File: src/rtl/pipe_hazard_ctrl.sv
// Hazard and flow control for the IF/ID register: load-use stall, branch/jump flush, stall counter.
// Tracking of one in-flight FP mul/div (FP_BUSY state) is built only when FP_HAZARD_EN is defined.
module pipe_hazard_ctrl #(
   parameter int FP_MUL_LAT = 4,
   parameter int FP_DIV_LAT = 10
) (
   input  logic        Clk,
   input  logic        Rst_n,
   input  logic [5:0]  Op_code_ID,
   input  logic [5:0]  Funct_ID,
   input  logic [4:0]  Rs_ID,
   input  logic [4:0]  Rt_ID,
   input  logic [4:0]  Fs_ID,
   input  logic [4:0]  Fd_ID,
   input  logic        MemRead_EX,
   input  logic [4:0]  Rt_EX,
   input  logic        Branch_Taken,
   input  logic        Jump_ID,
   output logic        IF_stall,
   output logic        IF_Flush,
   output logic        PC_Write,
   output logic        ID_EX_Bubble,
   output logic        FP_Busy,
   output logic [15:0] Stall_Cnt
);

   typedef enum logic {IDLE, FP_BUSY} state_t;

   logic        w_loadUse;
   logic        w_fpHazard;
   logic        w_stall;
   logic        w_fpBusy;
   logic [15:0] r_stallCnt;

   // $zero is never a real producer, so a load into it cannot create a hazard
   assign w_loadUse = MemRead_EX && (Rt_EX != 5'd0) &&
                      ((Rt_EX == Rs_ID) || (Rt_EX == Rt_ID));

`ifdef FP_HAZARD_EN
   state_t     r_state;
   state_t     w_nextState;
   logic [3:0] r_count;
   logic [3:0] w_nextCount;
   logic [4:0] r_busyDest;
   logic [4:0] w_nextBusyDest;
   logic       w_isFp;
   logic       w_isMulDiv;

   assign w_isFp     = (Op_code_ID == 6'h11);
   assign w_isMulDiv = w_isFp && ((Funct_ID == 6'h02) || (Funct_ID == 6'h03));

   // Any mul/div in ID while busy is a structural conflict, regardless of registers
   assign w_fpHazard = (r_state == FP_BUSY) && w_isFp &&
                       ((Fs_ID == r_busyDest) || (Rt_ID == r_busyDest) ||
                        (Fd_ID == r_busyDest) || w_isMulDiv);

   always_ff @(posedge Clk or negedge Rst_n) begin
      if (!Rst_n) begin
         r_state    <= IDLE;
         r_count    <= 4'd0;
         r_busyDest <= 5'd0;
      end else begin
         r_state    <= w_nextState;
         r_count    <= w_nextCount;
         r_busyDest <= w_nextBusyDest;
      end
   end

   always_comb begin
      w_nextState    = r_state;
      w_nextCount    = r_count;
      w_nextBusyDest = r_busyDest;
      case (r_state)
         IDLE: begin
            if (w_isMulDiv && !w_stall) begin
               w_nextState    = FP_BUSY;
               w_nextBusyDest = Fd_ID;
               w_nextCount    = (Funct_ID == 6'h02) ? 4'(FP_MUL_LAT) : 4'(FP_DIV_LAT);
            end
         end
         FP_BUSY: begin
            if (r_count == 4'd1) begin
               w_nextState = IDLE;
               w_nextCount = 4'd0;
            end else begin
               w_nextCount = r_count - 4'd1;
            end
         end
         default: begin
            w_nextState = IDLE;
            w_nextCount = 4'd0;
         end
      endcase
   end

   assign w_fpBusy = (r_state == FP_BUSY);
`else
   logic w_unusedFp;

   // FP fields and latency parameters have no effect in this build
   assign w_unusedFp = ^{Op_code_ID, Funct_ID, Fs_ID, Fd_ID,
                         4'(FP_MUL_LAT), 4'(FP_DIV_LAT)};
   assign w_fpHazard = 1'b0;
   assign w_fpBusy   = 1'b0;
`endif

   assign w_stall = w_loadUse || w_fpHazard;

   // Reset forces a safe pipeline: PC frozen, IF/ID flushed, NOP into ID/EX
   always_comb begin
      IF_stall     = w_stall;
      IF_Flush     = (Branch_Taken || Jump_ID) && !w_stall;
      PC_Write     = !w_stall;
      ID_EX_Bubble = w_stall;
      FP_Busy      = w_fpBusy;
      if (!Rst_n) begin
         IF_stall     = 1'b0;
         IF_Flush     = 1'b1;
         PC_Write     = 1'b0;
         ID_EX_Bubble = 1'b1;
         FP_Busy      = 1'b0;
      end
   end

   always_ff @(posedge Clk or negedge Rst_n) begin
      if (!Rst_n) begin
         r_stallCnt <= 16'd0;
      end else if (w_stall && (r_stallCnt != 16'hFFFF)) begin
         r_stallCnt <= r_stallCnt + 16'd1;
      end
   end

   assign Stall_Cnt = r_stallCnt;

endmodule

File: config.mk
export PLATFORM = sky130hd
export DESIGN_NAME = pipe_hazard_ctrl
export DESIGN_NICKNAME = d
export VERILOG_FILES = /design/src/rtl/pipe_hazard_ctrl.sv
export SDC_FILE = /design/constraint.sdc
export NUM_CORES = 1
export LEC_CHECK = 0
export CAP_MARGIN = 0
export CORE_MARGIN = 2
export CORE_UTILIZATION = 40
export CTS_BUF_LIST = sky130_fd_sc_hd__clkbuf_2
export CTS_CLUSTER_SIZE = 16
export DETAILED_ROUTE_END_ITERATION = 10
export PLACE_DENSITY = 0.95
export SETUP_SLACK_MARGIN = 0.15
export SYNTH_ARGS = -nofsm -noshare
export SYNTH_HDL_FRONTEND = slang
export SYNTH_SLANG_ARGS = --single-unit
File: constraint.sdc
create_clock -name Clk -period 5.5 [get_ports Clk]
set_input_delay 1.65 -clock Clk [delete_from_list [all_inputs] [get_ports Clk]]
set_output_delay 1.65 -clock Clk [all_outputs]
set_load 0.05 [all_outputs]
==> impl_metrics.json <==
{
  "outcome": "complete, no violations",
  "cts_tree": "yes",
  "die_h_microns": 54.2,
  "tightest_slew_ns": 0.503,
  "yosysTopAreaCellShare_pct": 39.8,
  "placed_cells": 166,
  "vdd_drop_max_mv": 0.236,
  "route.met3.wl_microns": 98,
  "timing.final.max_slew_violations": 0,
  "numClockSinks": 16,
  "drtIter0Drc": 21,
  "grt-ovfl-total": 0,
  "netlist-cell-type-count": 28,
  "cts_root_buffer": "clkbuf_2",
  "clockBufferDepth": 2,
  "wl_met2_microns": 1320,
  "synth_edf_count": 0,
  "setup_viol": 0,
  "setup_tns_ns": 0,
  "timing.final.crit_share_pct": 92.2,
  "grt_antenna_before_repair": 0,
  "layout_setup_ws_ns": 0.432,
  "grt_max_degree": 21,
  "place_congestion": 0.834,
  "cts_made_buffers": 3,
  "ios": 63,
  "ys_ff_latch": 16,
  "yosysSeqAreaShare_pct": 39.8,
  "critPathTopFamily": "buffers and inverters",
  "drc": 0,
  "vias": 869,
  "routed.top_layer": "met4",
  "synth_area_sq_um": 1010,
  "final.fill_count": 212,
  "htree_num_levels": 1,
  "cp_cell_sequence": "clkdlybuf4s50_1 > or4_4 > o21ai_4 > nor2b_1 > o21ai_0 > buf_4",
  "maxCapViolCount": 0,
  "synth_area_leaders": "dfrtp_1 40%, xnor2_1 21%, nand4_1 5.6%, nand3_1 5.0%, mux2_1 2.2%",
  "finClkSkew_ns": 0.0232,
  "std_cell_rows": 18,
  "synthFlopType": "dfrtp_1",
  "crit_buf_inv": 2,
  "worstSetupPathType": "in -> out",
  "max_stage_delay_ns": 0.58,
  "yosysTopAreaCell": "dfrtp_1",
  "rsz0062_at_grt": "false",
  "core_area_sq_um": 2430,
  "grtUsageTotal_pct": 18.6,
  "final_cells": 170,
  "power_uw": 326,
  "wl_met1_microns": 963,
  "totalWireLength_microns": 2410,
  "die_x_microns": 54.2,
  "ant_nets": 0,
  "crit_slowest_cell": "or4_4",
  "synthCells": 97,
  "clk_latency_ns": 0.30,
  "cts_setup_buffers": 0,
  "holdBufCountCts": 0,
  "dp_hpwl_microns": 1950,
  "dr.pass1.iters": 5,
  "portBuffers": 39,
  "finalCriticalPeriod_ns": 5.07,
  "cp-start-kind": "input port",
  "syn_avg_cell_area_sq_um": 10.4,
  "crit_fanout": 4,
  "finalHoldViolations": 0,
  "cts_resized": 0,
  "die_area_sq_um": 2930,
  "drive_gt1_share_pct": 12.9,
  "start_util_pct": 41.4,
  "n_antenna_cell": 0,
  "p_leak_uw": 0.000574,
  "async_flop_share_pct": 100,
  "routed_via_density": 5.11,
  "fmax_mhz": 197,
  "yosys-top-cells-count": "24 x xnor2_1, 16 x dfrtp_1, 10 x nand3_1",
  "p_per_area_nw_per_um2": 222,
  "routedWlPerCell_microns": 14.1,
  "multiInputGateArea_sq_um": 593,
  "yosysMostFrequentCell": "xnor2_1",
  "worstSetupEndpointType": "output pin",
  "syn_nets": 140,
  "ys_warn_count": 0,
  "cp.arrival_ns": 3.42,
  "grt_pass1_wl_microns": 3880,
  "areaGrowthSynthToFinish_pct": 46.1,
  "grt_pass1_vias": 833,
  "seqCellArea_sq_um": 400,
  "pre_cts_ws_ns": 0.430,
  "crit_required_ns": 3.85,
  "hold_path.class": "reg -> reg",
  "clkSlewWorstSetupHoldPaths_ns": 0.17,
  "largest_reg_flops": 16,
  "fin_nets": 184,
  "max_slew_margin_pct": 66.3
}
-- cells in the final DEF (no fill, tap or decap), types with 2 or more instances in the layout --
cell	n
dfrtp_1	16
nor2_1	4
xnor2_1	24
nand2_1	6
nor2b_1	2
nand4_1	9
nand2b_1	2
mux2_1	2
and4_1	2
clkbuf_2	3
nand3_1	10
clkdlybuf4s50_1	35
and3_1	3
buf_4	4
buf_12	2
-- routing by layer --
metal / up-vias / GRT usage [%]
met2: 25 / 32.9
met3: 2 / 3.33
met5: - / 0
li1: 425 / -
met1: 417 / 21.7
met4: 0 / 7.50
-- metrics by stage --
stage / area [sq um] / hold slack (ns) / utilization (%)
3_3_place_gp: 1450 / 0.505 / 59.7
2_1_floorplan: 1010 / 0.811 / -
5_1_grt: 1470 / 0.556 / 60.4
4_1_cts: 1470 / 0.530 / 60.4
3_5_place_dp: 1450 / 0.508 / 59.7
6_report: 1470 / 0.530 / 60.4
-- layout make-up --
class,instances,share of cell area [%]
sequential,16,27.2
timing repair buffer,41,28.6
tap,30,2.55
clock inverter,1,0.255
clock buffer,3,1.02
multi-input combinational,79,40.3
-- final timing paths --
kind                                             endpoint                       from  cells past startpoint  slack (ns)
worst max-delay path                             IF_Flush                   Rt_EX[1]                      6        0.43
max in group asynchronous        Stall_Cnt[1]$_DFFE_PN0P_                      Rst_n                      2        3.63
worst min register to register  Stall_Cnt[15]$_DFFE_PN0P_  Stall_Cnt[15]$_DFFE_PN0P_                      1        0.53
min in group asynchronous        Stall_Cnt[8]$_DFFE_PN0P_                      Rst_n                      2        1.65
worst min-delay path            Stall_Cnt[15]$_DFFE_PN0P_  Stall_Cnt[15]$_DFFE_PN0P_                      1        0.53
worst max register to register   Stall_Cnt[1]$_DFFE_PN0P_   Stall_Cnt[0]$_DFFE_PN0P_                      6        3.62
-- cells by family after synthesis --
family | synth area share, %
multiplexers | 2.24
flip-flops | 39.8
buffers and inverters | 1.24
AND/OR/NAND/NOR | 30.8
XOR/XNOR | 20.9
AO/OA/AOI/OAI | 3.36
adder cells (fa/ha/maj) | 1.24
other | 0.373
-- report_power, final --
part	switching, uW	internal, uW	leakage (uW)
combinational	74.8	52.2	0.000340
sequential	16.1	128	0.000220
clock	38.5	15.8	0.0000140
-- worst reg2reg max path: stages, from the launching register on --
cell     delay (ns)
dfrtp_1        0.46
ha_1           0.25
nand4_2        0.15
nor4_4         0.35
nor2_2         0.15
nand2_4        0.10
mux2_1         0.32
Note: power is estimated with default switching activity, not from simulation.
